<file path="config.mk">
export PLATFORM = sky130hd
export DESIGN_NAME = seq_multiplier
export DESIGN_NICKNAME = d
export VERILOG_FILES = /design/src/rtl/seq_multiplier.sv
export SDC_FILE = /design/constraint.sdc
export NUM_CORES = 1
export LEC_CHECK = 0
export CORE_MARGIN = 4
export CORE_UTILIZATION = 49
export CTS_CLUSTER_DIAMETER = 40
export DETAILED_ROUTE_END_ITERATION = 16
export PLACE_DENSITY = 0.77
export SYNTH_ARGS = -nofsm -noshare
export SYNTH_HDL_FRONTEND = slang
export SYNTH_SLANG_ARGS = --single-unit
</file>
<file path="constraint.sdc">
create_clock -name clk -period 16.93 [get_ports clk]
set_input_delay 2.5395 -clock clk [delete_from_list [all_inputs] [get_ports clk]]
set_output_delay 2.5395 -clock clk [all_outputs]
set_load 0.01 [all_outputs]
</file>
<file path="src/rtl/seq_multiplier.sv">
// -----------------------------------------------------------------------------
// seq_multiplier
//
// Iterative unsigned shift-and-add multiplier. One partial product is folded
// into the accumulator per clock, so a WIDTH x WIDTH multiply completes
// WIDTH cycles after the start edge that loads the operands.
//
// Handshake: a start request is accepted on a rising edge only while the
// block is IDLE or DONE; in RUN start is ignored. done is a one-cycle pulse
// marking the cycle in which product has just been updated. product holds
// the last completed result until the next completion (or reset).
//
// Ports
//   clk        rising-edge clock
//   reset      asynchronous, active-high reset
//   start      request; sampled only in IDLE or DONE
//   A          multiplicand, captured on the accepted start edge
//   B          multiplier, captured on the accepted start edge
//   busy       high while iterating (state RUN)
//   done       one-cycle pulse after the completing edge
//   product    last completed 2*WIDTH-bit result
//   dbg_state  current FSM state (0 IDLE, 1 RUN, 2 DONE) for observation
// -----------------------------------------------------------------------------
module seq_multiplier #(
  parameter int WIDTH = 32
) (
  input  logic                 clk,
  input  logic                 reset,
  input  logic                 start,
  input  logic [WIDTH-1:0]     A,
  input  logic [WIDTH-1:0]     B,
  output logic                 busy,
  output logic                 done,
  output logic [2*WIDTH-1:0]   product,
  output logic [1:0]           dbg_state
);

  localparam int CW = $clog2(WIDTH) + 1;
  localparam logic [CW-1:0] LAST_CNT = CW'(WIDTH - 1);

  typedef enum logic [1:0] {
    S_IDLE = 2'd0,
    S_RUN  = 2'd1,
    S_DONE = 2'd2
  } state_t;

  state_t               r_state;
  logic [WIDTH-1:0]     r_mcand;
  logic [WIDTH:0]       r_hi;
  logic [WIDTH-1:0]     r_lo;
  logic [CW-1:0]        r_cnt;
  logic [2*WIDTH-1:0]   r_product;

  logic [WIDTH:0]       w_addend;
  logic [WIDTH:0]       w_sum;

  // The top bit of r_hi is always zero after a shift, so adding the full
  // (WIDTH+1)-bit register is the same as adding {1'b0, hi[WIDTH-1:0]}.
  // The sum cannot exceed WIDTH+1 bits, so the carry out is kept in w_sum[WIDTH].
  assign w_addend = r_lo[0] ? {1'b0, r_mcand} : '0;
  assign w_sum    = r_hi + w_addend;

  always_ff @(posedge clk or posedge reset) begin
    if (reset) begin
      r_state   <= S_IDLE;
      r_mcand   <= '0;
      r_hi      <= '0;
      r_lo      <= '0;
      r_cnt     <= '0;
      r_product <= '0;
    end else begin
      case (r_state)
        // DONE behaves like IDLE for a new request, which gives back-to-back
        // operation with one result every WIDTH+1 cycles.
        S_IDLE, S_DONE: begin
          if (start) begin
            r_mcand <= A;
            r_lo    <= B;
            r_hi    <= '0;
            r_cnt   <= '0;
            r_state <= S_RUN;
          end else begin
            r_state <= S_IDLE;
          end
        end

        S_RUN: begin
          // Shift {sum, lo} right by one: the sum's low bit becomes the next
          // product bit entering lo from the top, the consumed multiplier bit
          // falls out of lo[0].
          r_hi  <= {1'b0, w_sum[WIDTH:1]};
          r_lo  <= {w_sum[0], r_lo[WIDTH-1:1]};
          r_cnt <= r_cnt + CW'(1);
          if (r_cnt == LAST_CNT) begin
            // Same value the shifted {hi[WIDTH-1:0], lo} will hold after this edge.
            r_product <= {w_sum, r_lo[WIDTH-1:1]};
            r_state   <= S_DONE;
          end
        end

        default: r_state <= S_IDLE;
      endcase
    end
  end

  // Pure decodes of registered state: no path from any input.
  assign busy      = (r_state == S_RUN);
  assign done      = (r_state == S_DONE);
  assign product   = r_product;
  assign dbg_state = r_state;

endmodule
</file>
Yosys cells after proc, flatten, opt, wreduce, memory -nomap -nowiden

Index checks and enable logic that the tools add are counted.

Bits in registers: 169
Input port bits: 67
Output and inout bits: 68
Word-level logic and storage cells: 29

Add/subtract/negate cells: 2
Equal/unequal tests: 5
Mux-type cells: 10
Reductions and logical operators: 6

Operator list:

| kind                  | number |
|---|---|
| $pmux W33 S2          | 1 |
| $mux W32              | 2 |
| $pmux W32 S2          | 1 |
| $add A33 B32 Y33      | 1 |
| $mux W33              | 1 |
| $pmux W6 S2           | 1 |
| $add A6 B1 Y6 const B | 1 |
| $eq A6 B5 Y1 const B  | 1 |
| $mux W6               | 1 |
| $reduce_and A2 Y1     | 3 |
| $pmux W2 S2           | 1 |
| $eq A2 B1 Y1 const B  | 1 |
| $eq A2 B2 Y1 const B  | 1 |
| $logic_not A2 Y1      | 1 |
| $mux W2               | 1 |
| $ne A2 B1 Y1 const B  | 1 |
| $ne A2 B2 Y1 const B  | 1 |
| $reduce_bool A2 Y1    | 1 |
| $reduce_or A2 Y1      | 1 |
| $mux W1               | 1 |

Depth between registers and ports, before layout

Gate-level depths: netlist of the first run.

Depth in word-level cells: 4
Gate-level depth with buffers: 11
Mapped depth without buffers: 11

Worst setup path before layout of the first run

OpenSTA, ideal clock, no wires.

Path kind: register -> output
Start point: register r_state[1], in the netlist dbg_state[1]
End point: output busy
Arrival: 0.993 ns
Data required time: 14.390 ns
Path slack: 13.398 ns
Cell stages (with the launch flop): 4
Buffers on the path: 1
Cell sequence: dfrtp_1 -> nand2b_1 -> clkinv_1 -> clkbuf_1

Cells in the longest elaborated chain, start to end: 1

Ends and longest elaborated chain:

| item                     | line | source |
|---|---|---|
| start: declaration       | 47   | `state_t r_state;` |
| start signal: assignment | 65   | `r_state <= S_IDLE;` |
| start signal: assignment | 81   | `r_state <= S_RUN;` |
| start signal: assignment | 83   | `r_state <= S_IDLE;` |
| $eq A2 B1 Y1             | 107  | `assign busy = (r_state == S_RUN);` |
| end: declaration         | 32   | `output logic busy,` |

No other way between the ends.

Final worst setup path of the first run

Same ends and word-level chain as after synthesis.

==> impl_metrics.csv, run 1 <==
group,metric,value,unit
timing,report.final.slew_viol_count,0,
clock_network,cts_tree,"done",
placed_design,dp.cells,1252,
route,drc,0,
timing,grt_setup_unrepaired,"false",
finish,final_area,0.0105,mm2
logic_synthesis,ys_seq_area_share,49.5,%
critical_path,crit_type,"reg2out",
logic_synthesis,yosysWarnings,0,
route,drt-pass1-iter-count,5,
critical_path,r2r-start,"r_lo[0]",
critical_path,required,14390,ps
critical_path,cp-start-kind,"flop",
finish,final_cell_mix,"nand2_1, dfrtp_1, clkdlybuf4s50_1, a21oi_1",
critical_path,rr_endpoint,"product[59]",
logic_synthesis,postSynthAreaPerCell,9.03,um2
placed_design,dpl-instance-area,0.00996,mm2
clock_network,path_clk_slew,70,ps
floorplan,core-area,0.0168,mm2
timing,skew,11.7,ps
logic_synthesis,synthFlopType,"dfrtp_1",
global_route,grt_pass1_vias,6913,
critical_path,cp_max_fo,20,
route,drt_wl_total,21.0,mm
timing,period_share,25.9,%
timing,setup_violations,0,
placed_design,place_ws,12260,ps
finish,num_antenna_cells,0,
logic_synthesis,ys_top_cells_by_area,"dfrtp_1, nand2_1, ha_1",
critical_path,reg2reg_depth,11,
logic_synthesis,synth_area,0.00849,mm2
route,dr_total_vias,7082,
route,antenna_left,0,
flow_run,cap_violations,0,
critical_path,endpoint_kind,"output port",
logic_synthesis,synthDistinctLibCells,61,
clock_network,cts_buffers,17,
timing,worstMarginPinSlew,919,ps
timing,setup-tns-final,0,ps
worst_hold_path,min_to,"r_mcand[17]",
clock_network,clockBufferDepth,2,
logic_synthesis,yosysTopAreaCellShare,49.5,%
logic_synthesis,ys_ff_latch,168,
timing,holdWs,467,ps
power_and_ir_drop,p_total,1.94,mW
placed_design,globalplace.congestion,0.881,
floorplan,io_pins,135,
timing,setup_ws,12550,ps
critical_path,cp_num_buf_inv,3,
critical_path,ff2ff_setup_slack,13250,ps
floorplan,rows,47,
floorplan,dieArea,0.0195,mm2
worst_hold_path,hp-start,"r_mcand[17]",
global_route,grt_pass1_wl,34.4,mm
global_route,overflow,0,
global_route,grt_max_degree,97,
timing,fin_crit,4380,ps
logic_synthesis,synth_edf_count,0,
worst_hold_path,hold_class,"reg2reg",
clock_network,clock_latency,430,ps
finish,area_growth,23.8,%
route,drt_iter0_drc,553,
power_and_ir_drop,p_leak,4.80,nW
clock_network,clkSinkCount,168,
finish,finish.utilization,62.7,%
placed_design,portBuffers,134,
timing,relSlewSlack,38.7,%
floorplan,fp.dieW,140,um
critical_path,slowest_delay,530,ps
critical_path,path_cells,"nand2b_1 -> buf_4 -> inv_2 -> clkdlybuf4s50_1",
finish,layout_commonest_cell,"nand2_1",
timing,hold_viol_final,0,
logic_synthesis,synth.largest_area_cell,"dfrtp_1",
global_route,grt_use_total,21.6,%
critical_path,critPathTopFamily,"buffers and inverters",
timing,fmax,228,MHz
logic_synthesis,syn_nets,1042,
finish,layout.cells.non_filler,1284,
floorplan,start_util,50.7,%
clock_network,postCtsSetupBuffers,0,
logic_synthesis,synth_cells,941,
global_route,antenna_found_initial,0,
floorplan,fp.dieH,140,um
power_and_ir_drop,p_per_area,184,mW/mm2
critical_path,arrival,1840,ps
clock_network,htree_levels,4,
power_and_ir_drop,peakVddDrop,0.0882,mV
route,avgViaCountPerCell,5.52,
worst_hold_path,min_path_cells,2,
route,wl_per_cell,16.3,um
logic_synthesis,synthArstFlopShare,100,%
placed_design,post-dp-hpwl,14.3,mm
clock_network,cts_resized,0,
finish,drive_gt1_share,6.48,%
clock_network,root_buffer,"clkbuf_16",
finish,nNetsFinal,1152,
clock_network,ctsHoldBuffers,0,
critical_path,slowest_stage,"clkdlybuf4s50_1",
outcome,status,"finished clean",
==> worst register-to-register path, stage by stage, from the launching register on <==
cell	delay, ps
dfrtp_1	930
and2_1	240
ha_1	190
inv_1	60
fa_1	430
nor2b_4	140
o2111ai_2	180
a2111oi_2	440
nor3_1	190
a2bb2oi_1	200
xor2_1	390
mux2_2	230
==> sequential cells by signal (all words and copies together) (netlist names) <==
register and count:
r_cnt 6, r_lo 32, r_mcand 32, dbg_state 2, product 64, r_hi 32
==> worst max path at each step <==
stage,start,slack [ps],endpoint,cells past startpoint
after global placement,reset,12280,product[29],3
final,dbg_state[1],12550,busy,4
after CTS,dbg_state[1],12530,busy,4
after global routing,dbg_state[0],12460,busy,4
after detailed placement,reset,12260,r_mcand[10],3
after floorplan,reset,9840,dbg_state[0],1
==> synthesized netlist by cell type, types with 2 or more instances <==
master and count:
nand2_1 334, dfrtp_1 168, a21oi_1 40, ha_1 33, o21ai_0 33, a22oi_1 32, and2_1 32, clkbuf_1 32
nor2_1 22, o21ai_1 20, a22o_1 18, nand4_1 14, xnor2_1 14, xor2_1 11, buf_1 10, mux2_2 9
nand3_1 9, inv_1 8, nor3_1 8, o21bai_1 7, o31ai_1 7, a211oi_1 6, nand2b_1 6, a31oi_1 5
buf_6 5, o21a_1 5, a21o_1 4, nor2b_1 4, and3_1 3, buf_2 3, or3_1 3, a2111oi_2 2
a21boi_0 2, a41oi_1 2, and4_1 2, o2bb2ai_1 2, or4_1 2
==> final cells by class <==
class	count	area [um2]
sequential	168	4200
clock inverter	14	130
timing repair buffer	142	1400
tap	220	275
fill	1435	6240
inverter	9	38.8
clock buffer	18	429
multi-input combinational	713	4040
==> report_power, final <==
group          internal [mW]  switching [mW]  total (mW)
Clock                  0.194           0.177       0.371
Sequential             0.576           0.116       0.692
Combinational          0.410           0.465       0.875
Total                   1.18           0.757        1.94
==> per-layer routing <==
| metal | vias to the layer above | global-route usage, % | share of wire (%) |
|---|---|---|---|
| met2 | 220 | 33.6 | 46 |
| met3 | 33 | 4.36 | 4.8 |
| met1 | 3411 | 30.3 | 47 |
| met5 | - | 0 | 0 |
| li1 | 3418 | - | - |
| met4 | 0 | 7.60 | 2.3 |
==> cells by family (layout without fill, tap and decap cells) <==
logic type,Yosys count,count (layout),share of synthesized area (%)
XOR/XNOR,25,25,2.58
AND/OR/NAND/NOR,446,446,22.6
AO/OA/AOI/OAI,199,199,15.9
flip-flops,168,168,49.5
buffers and inverters,60,183,3.18
adder cells (fa/ha/maj),34,34,5.10
multiplexers,9,9,1.19
Note: power is estimated with default switching activity, not from simulation.
==> inputs of run 2 (changes only) <==
--- a/config.mk
+++ b/config.mk
@@ -9,7 +9,7 @@
 export CORE_UTILIZATION = 49
 export CTS_CLUSTER_DIAMETER = 40
 export DETAILED_ROUTE_END_ITERATION = 16
-export PLACE_DENSITY = 0.77
+export PLACE_DENSITY = 0.8
 export SYNTH_ARGS = -nofsm -noshare
 export SYNTH_HDL_FRONTEND = slang
 export SYNTH_SLANG_ARGS = --single-unit
==> constraint.sdc (replaced) <==
create_clock -name clk -period 3.6 [get_ports clk]
set_input_delay 0.54 -clock clk [delete_from_list [all_inputs] [get_ports clk]]
set_output_delay 0.54 -clock clk [all_outputs]
set_load 0.01 [all_outputs]
==> run 2 against run 1 <==
Worst hold slack improved by 1.7 ps. First-iteration DRC count is 27% higher. Global-route usage increased by 1.1 points. Clock-buffer cell count did not move. Combinational power grew to 4.8 times the previous value. Sequential cell count unchanged. Critical path type is now reg2reg. Largest cell class unchanged.
==> impl_metrics.csv, run 2 (synthesis gave the netlist of run 1 again) <==
group,metric,value,unit
outcome,status,"finished clean",
clock_network,path_clk_slew,70,ps
clock_network,htree_levels,4,
clock_network,ctsHoldBuffers,0,
critical_path,crit_type,"reg2reg",
global_route,antenna_found_initial,0,
power_and_ir_drop,peakVddDrop,0.421,mV
clock_network,cts_tree,"done",
clock_network,cts_resized,0,
timing,grt_setup_unrepaired,"false",
finish,layout_commonest_cell,"nand2_1",
timing,period_share,87.4,%
timing,worstMarginPinSlew,973,ps
global_route,grt_use_total,22.7,%
global_route,grt_pass1_vias,7183,
floorplan,fp.dieH,140,um
worst_hold_path,min_to,"r_mcand[13]",
placed_design,place_ws,467,ps
timing,report.final.slew_viol_count,0,
global_route,grt_pass1_wl,36.3,mm
finish,largest_reg_flops,64,
finish,fillers,1392,
floorplan,fp.dieW,140,um
route,avgViaCountPerCell,5.59,
power_and_ir_drop,p_per_area,891,mW/mm2
timing,holdWs,469,ps
timing,setup_ws,453,ps
route,drt_wl_total,21.9,mm
critical_path,arrival,3460,ps
finish,area_growth,25.5,%
timing,fin_crit,3150,ps
floorplan,rows,47,
floorplan,core-area,0.0168,mm2
critical_path,ff2ff_setup_slack,450,ps
power_and_ir_drop,p_seq_share,34.2,%
power_and_ir_drop,p_leak,4.88,nW
power_and_ir_drop,p_comb_share,44.4,%
placed_design,dpl-instance-area,0.0100,mm2
power_and_ir_drop,p_clk_share,21.5,%
clock_network,cts_buffers,17,
finish,nNetsFinal,1155,
global_route,grt_max_degree,169,
worst_hold_path,hp-start,"r_mcand[13]",
floorplan,dieArea,0.0195,mm2
clock_network,clock_latency,430,ps
critical_path,reg2reg_depth,12,
power_and_ir_drop,p_total,9.50,mW
finish,drive_gt1_share,6.84,%
power_and_ir_drop,switching_power,3.58,mW
global_route,overflow,0,
critical_path,endpoint_kind,"flop",
critical_path,required,3910,ps
floorplan,start_util,50.7,%
clock_network,postCtsSetupBuffers,0,
timing,hold_viol_final,0,
placed_design,post-dp-hpwl,14.8,mm
finish,final_cell_mix,"nand2_1, dfrtp_1, clkdlybuf4s50_1, a21oi_1",
clock_network,clkSinkCount,168,
power_and_ir_drop,intPower,5.92,mW
finish,num_antenna_cells,0,
route,drt-pass1-iter-count,6,
floorplan,io_pins,135,
critical_path,rr_endpoint,"product[51]",
placed_design,globalplace.congestion,0.943,
route,dr_total_vias,7189,
critical_path,cp-start-kind,"flop",
flow_run,cap_violations,0,
worst_hold_path,min_path_cells,2,
route,drt_iter0_drc,702,
route,drc,0,
critical_path,r2r-start,"r_lo[0]",
critical_path,cp_max_fo,33,
finish,final_area,0.0107,mm2
timing,setup-tns-final,0,ps
power_and_ir_drop,switching_share,37.7,%
clock_network,root_buffer,"clkbuf_16",
timing,fmax,318,MHz
timing,skew,8.45,ps
placed_design,portBuffers,134,
worst_hold_path,hold_class,"reg2reg",
clock_network,clockBufferDepth,2,
route,wl_per_cell,17.0,um
timing,relSlewSlack,35.1,%
timing,setup_violations,0,
route,antenna_left,0,
[run 2: power groups by stage]
stage          logic (mW)  registers, mW  clock network, mW
2_1_floorplan        2.62           3.30                  0
3_3_place_gp         4.09           3.24                  0
3_5_place_dp         4.17           3.25                  0
4_1_cts              4.22           3.24               2.06
5_1_grt              4.65           3.35               2.15
6_report             4.21           3.24               2.04
[run 2: worst max-delay path by stage]
stage               slack (ps)  startpoint      endpoint
floorplan                  920       reset  dbg_state[0]
global placement           570     r_lo[0]   product[51]
detailed placement         470     r_lo[0]   product[51]
CTS                        440     r_lo[0]   product[51]
global route               250     r_lo[0]      r_hi[29]
finish                     450     r_lo[0]   product[51]
[run 2: stage by stage]
step | utilization [%] | cells
after floorplan | - | 941
after global placement | 59.7 | 1255
after detailed placement | 59.7 | 1255
after CTS | 63.6 | 1287
after global routing | 63.6 | 1287
final | 63.6 | 1287
[run 2: worst max-delay path: stages (launching register included)]
cell and delay [ps]:
dfrtp_1 330, buf_4 280, and2_1 180, ha_1 180
inv_1 70, fa_1 440, nor2b_4 150, o2111ai_2 170
a2111oi_2 450, nor3_1 160, o21a_1 220, xnor2_1 130
mux2_2 270
[run 2: final cells by class]
class	count	area (um2)	share of cell area [%]
clock buffers	18	439	4.12
clock inverters	14	218	2.04
inverters	9	37.5	0.352
multi-input cells	713	4040	37.9
flip-flops and latches	168	4200	39.4
well taps	220	275	2.58
repair buffers	145	1450	13.6
[run 2: routing by layer]
metal / GRT usage [%] / up-vias / wire length, um
met3: 4.67 / 29 / 1210
met4: 6.73 / 0 / 479
met2: 37.8 / 222 / 10500
met1: 30.1 / 3488 / 9730
li1: - / 3450 / -
met5: 0 / - / 0
==> RTL edit 1, RTL diff (config.mk and constraints of run 2) <==
Set the parameter `WIDTH` to 16 (it was 32).
--- a/src/rtl/seq_multiplier.sv
+++ b/src/rtl/seq_multiplier.sv
@@ -24,3 +24,3 @@
 module seq_multiplier #(
-  parameter int WIDTH = 32
+  parameter int WIDTH = 16
 ) (
Ports: changed (resized A, B and product); port bits go from 135 to 71. No check against the original RTL was run, so the function may have changed too.
==> RTL edit 1 against run 2 <==
Total power fell by 51%; synthesized area is 51% lower; cell count is 50% lower; sequential cell count is 81 lower; worst setup slack gained 0.45 ns; routed wire length shrank 56%; core utilization fell by 1.2 points; cell area down 52%; highest routed layer unchanged.
==> RTL edit 1: results (changes against run 2) <==
* Pre-Repair DR Iteration Count at 4 (was 6)
* P_leak at 2.45 nW (was 4.88 nW)
* CP max FO at 17 (was 33)
* GR Util met2 at 0.317 (was 0.378)
* Metal2 WL at 4430 um (was 10500 um)
* Hold Startpoint: r_mcand[0] (was r_mcand[13])
* Relative slew slack at 0.444 (was 0.351)
* Port Buffers at 70 (was 134)
* Clk slew on worst S/H paths at 0.09 ns (was 0.07 ns)
* Vias post-DR at 3405 (was 7189)
* CP startpoint: r_lo[0] (unchanged)
* Initial DRC count at 179 (was 702)
* Largest net degree at the start of global routing at 48 (was 169)
* Top sig layer: met4 (unchanged)
* Syn nets at 518 (was 1042)
* Met1 WL at 4410 um (was 9730 um)
* Worst setup endpoint: product[31] (was product[51])
* Clock Skews at 0.0125 ns (was 0.00845 ns)
* Vias in the first global route at 3480 (was 7183)
* H-tree levels at 3 (was 4)
* FFs w/ async S/R, synth at 1.00 (unchanged)
* Slowest cell on crit path: dfrtp_1 (was a2111oi_2)
* Most frequent cells after synthesis: 172 x nand2_1, 87 x dfrtp_1, 40 x o21ai_0 (was 334 x nand2_1, 168 x dfrtp_1, 40 x a21oi_1)
* Worst Path Arrival at 2.98 ns (was 3.46 ns)
* Diode count at 0 (unchanged)
* Status: finished, final reports clean (unchanged)
* M1 GR Usage at 0.282 (was 0.301)
* First-pass GRT wire length at 16300 um (was 36300 um)
* Clk_lat worst skew at 0.37 ns (was 0.43 ns)
* WL met3 at 569 um (was 1210 um)
* Met3 global-route usage at 0.0486 (was 0.0467)
* VDD IR max at 0.000388 V (was 0.000421 V)
* Layout cell share with drive strength beyond 1 at 0.0561 (was 0.0684)
* FF-to-FF path depth at 10 (was 12)
* Worst reg2reg setup slack at 0.90 ns (was 0.45 ns)
* Placer Congestion at 0.920 (was 0.943)
* Cts bufs inserted at 9 (was 17)
* Total track usage at 0.203 (was 0.227)
* Final wirelength at 9540 um (was 21900 um)
* Post-DP HPWL at 6790 um (was 14800 um)
* Hold Path Sink: r_mcand[0] (was r_mcand[13])
* Synth cell types at 43 (was 61)
* Nets at 584 (was 1155)
* Ranking of synthesized cells by area: dfrtp_1 52%, nand2_1 15%, ha_1 5.4%, o21ai_0 4.8%, a22oi_1 2.9% (was dfrtp_1 49%, nand2_1 15%, ha_1 4.9%, a22oi_1 2.8%, a21oi_1 2.4%)
* Predominant post-synthesis flop cell: dfrtp_1 (unchanged)
* Sequential fraction of the synthesis area at 0.521 (was 0.495)
* Max reg flops at 32 (was 64)
* CTS root buffer: clkbuf_8 (was clkbuf_16)
* Max stage delay on crit path at 0.65 ns (was 0.45 ns)
==> RTL edit 1: layout make-up <==
| class | instances | area (um^2) |
|---|---|---|
| fillers | 711 | 3100 |
| flip-flops and latches | 87 | 2180 |
| multi-input cells | 344 | 1870 |
| repair buffers | 76 | 758 |
| well taps | 105 | 131 |
| clock buffers | 9 | 124 |
| clock inverters | 7 | 46.3 |
| inverters | 12 | 46.3 |
==> RTL edit 1: cells by family (layout without fill, tap and decap cells) <==
kind of cell	after synthesis	count (layout)	share of synthesized area
simple gates	219	219	0.221
fa+ha+maj	19	19	0.0587
buf+inv	33	104	0.0320
xor+xnor	13	13	0.0272
compound gates	93	93	0.140
flops	87	87	0.521
==> RTL edit 1: worst register-to-register path, delay by kind of cell, from the launching register on <==
family          cells  cell delay (ns)
compound gates      4             0.76
fa+ha+maj           2             0.55
simple gates        3             0.59
buf+inv             1             0.06
flops               1             0.65
==> RTL edit 1: through the flow <==
| stage | area, um^2 | setup WS (ns) | cells | power (mW) | hold slack (ns) |
|---|---|---|---|---|---|
| floorplan | 4180 | 0.810 | 464 | 3.16 | 0.437 |
| global placement | 4990 | 1.06 | 624 | 3.92 | 0.454 |
| detailed placement | 4990 | 0.955 | 624 | 4.04 | 0.456 |
| CTS | 5160 | 0.928 | 640 | 4.66 | 0.477 |
| global route | 5160 | 0.665 | 640 | 5.02 | 0.498 |
| finish | 5160 | 0.902 | 640 | 4.63 | 0.473 |
==> RTL edit 1: where the power goes <==
| group | total (mW) | switching [mW] | internal (mW) |
|---|---|---|---|
| Sequential | 1.78 | 0.323 | 1.46 |
| Combinational | 2.23 | 1.22 | 1.02 |
| Clock | 0.611 | 0.358 | 0.253 |
| Total | 4.63 | 1.90 | 2.73 |
==> RTL edit 2, RTL diff (settings of run 2) <==
Made on the original files. Register the inputs `start`, `A` and `B` before use. The logic sees them one clock later. Comments in the files are not updated.
--- a/src/rtl/seq_multiplier.sv
+++ b/src/rtl/seq_multiplier.sv
@@ -46,2 +46,12 @@
 
+  logic start_q;
+  logic [WIDTH-1:0] A_q;
+  logic [WIDTH-1:0] B_q;
+
+  always_ff @(posedge clk) begin
+    start_q <= start;
+    A_q     <= A;
+    B_q     <= B;
+  end
+
   state_t               r_state;
@@ -75,5 +85,5 @@
         S_IDLE, S_DONE: begin
-          if (start) begin
-            r_mcand <= A;
-            r_lo    <= B;
+          if (start_q) begin
+            r_mcand <= A_q;
+            r_lo    <= B_q;
             r_hi    <= '0;
Formal check against the unedited RTL: not equivalent (Yosys sat finds a counterexample within 4 cycles, from zero or initial values and one cycle with reset high).
==> RTL edit 2 against run 2 <==
Critical path depth unchanged; worst setup slack got worse by 0.20 ns; cell area increased by 16%; sequential cell count increased by 65; die area increased by 13%; largest power group unchanged; clock skew increased by 0.013 ns; routed wire length increased by 1.3%; synthesized cell count increased by 2.7%; synthesized area increased by 14%; cell count increased by 7.5%; total power increased by 23%.
==> RTL edit 2: results (changes against run 2) <==
* Status: finished, final reports clean (unchanged)
* Total track usage at 0.206 (was 0.227)
* Multi-input logic portion of the cell area at 0.314 (was 0.379)
* Hold Path Sink: r_mcand[16] (was r_mcand[13])
* Worst Path Arrival at 3.82 ns (was 3.46 ns)
* Hold Startpoint: A_q[16] (was r_mcand[13])
* TritonCTS Sinks at 233 (was 168)
* Largest net degree at the start of global routing at 80 (was 169)
* Final cell count without fillers at 1384 (was 1287)
* Sequential cell area at 5510 um^2 (was 4200 um^2)
* Nets at 1196 (was 1155)
* Tap cells at 265 (was 220)
* Worst setup endpoint: product[57] (was product[51])
* Internal cell power at 7.64 mW (was 5.92 mW)
* Pre-CTS setup slack at -0.0181 ns (was 0.467 ns)
* VDD IR max at 0.000470 V (was 0.000421 V)
* Vias in the first global route at 7569 (was 7183)
* CLK BUF at 38 (was 18)
* Worst reg2reg setup slack at 0.26 ns (was 0.45 ns)
* Synth cell types at 59 (was 61)
* Max stage delay on crit path at 0.56 ns (was 0.45 ns)
* H-tree levels at 1 (was 4)
* Clock group at 3.20 mW (was 2.04 mW)
* Met1 WL at 9590 um (was 9730 um)
* Syn_area_per_cell at 10.0 um^2 (was 9.03 um^2)
* Cts bufs inserted at 31 (was 17)
* Util after Layout at 0.633 (was 0.636)
* Final worst path period need at 3.34 ns (was 3.15 ns)
* Routed vias/inst at 5.29 (was 5.59)
* Relative slew slack at 0.359 (was 0.351)
-- RTL edit 2: cell count changes after synthesis, sizes merged, moves of 5 or more --
cell	before	now
a21o	4	17
a21oi	42	26
a22o	18	26
dfxtp	0	65
o21ai	54	27
xor2	11	16
-- RTL edit 2: kinds of logic after synthesis --
group | share of synthesized area
compound gates | 0.127
xor+xnor | 0.0244
buf+inv | 0.0332
flops | 0.569
mux | 0.0150
simple gates | 0.186
fa+ha+maj | 0.0447
-- RTL edit 2: worst register-to-register path, cell delays in order, from the launching register on --
cell and delay [ns]:
dfrtp_4 0.56, and2_1 0.18, ha_1 0.17, inv_1 0.06, fa_1 0.40, nor2b_1 0.18, o2111ai_1 0.14, a21boi_1 0.32
a211oi_1 0.18, o211a_1 0.30, and2_1 0.22, or4_1 0.47, nand3_1 0.11
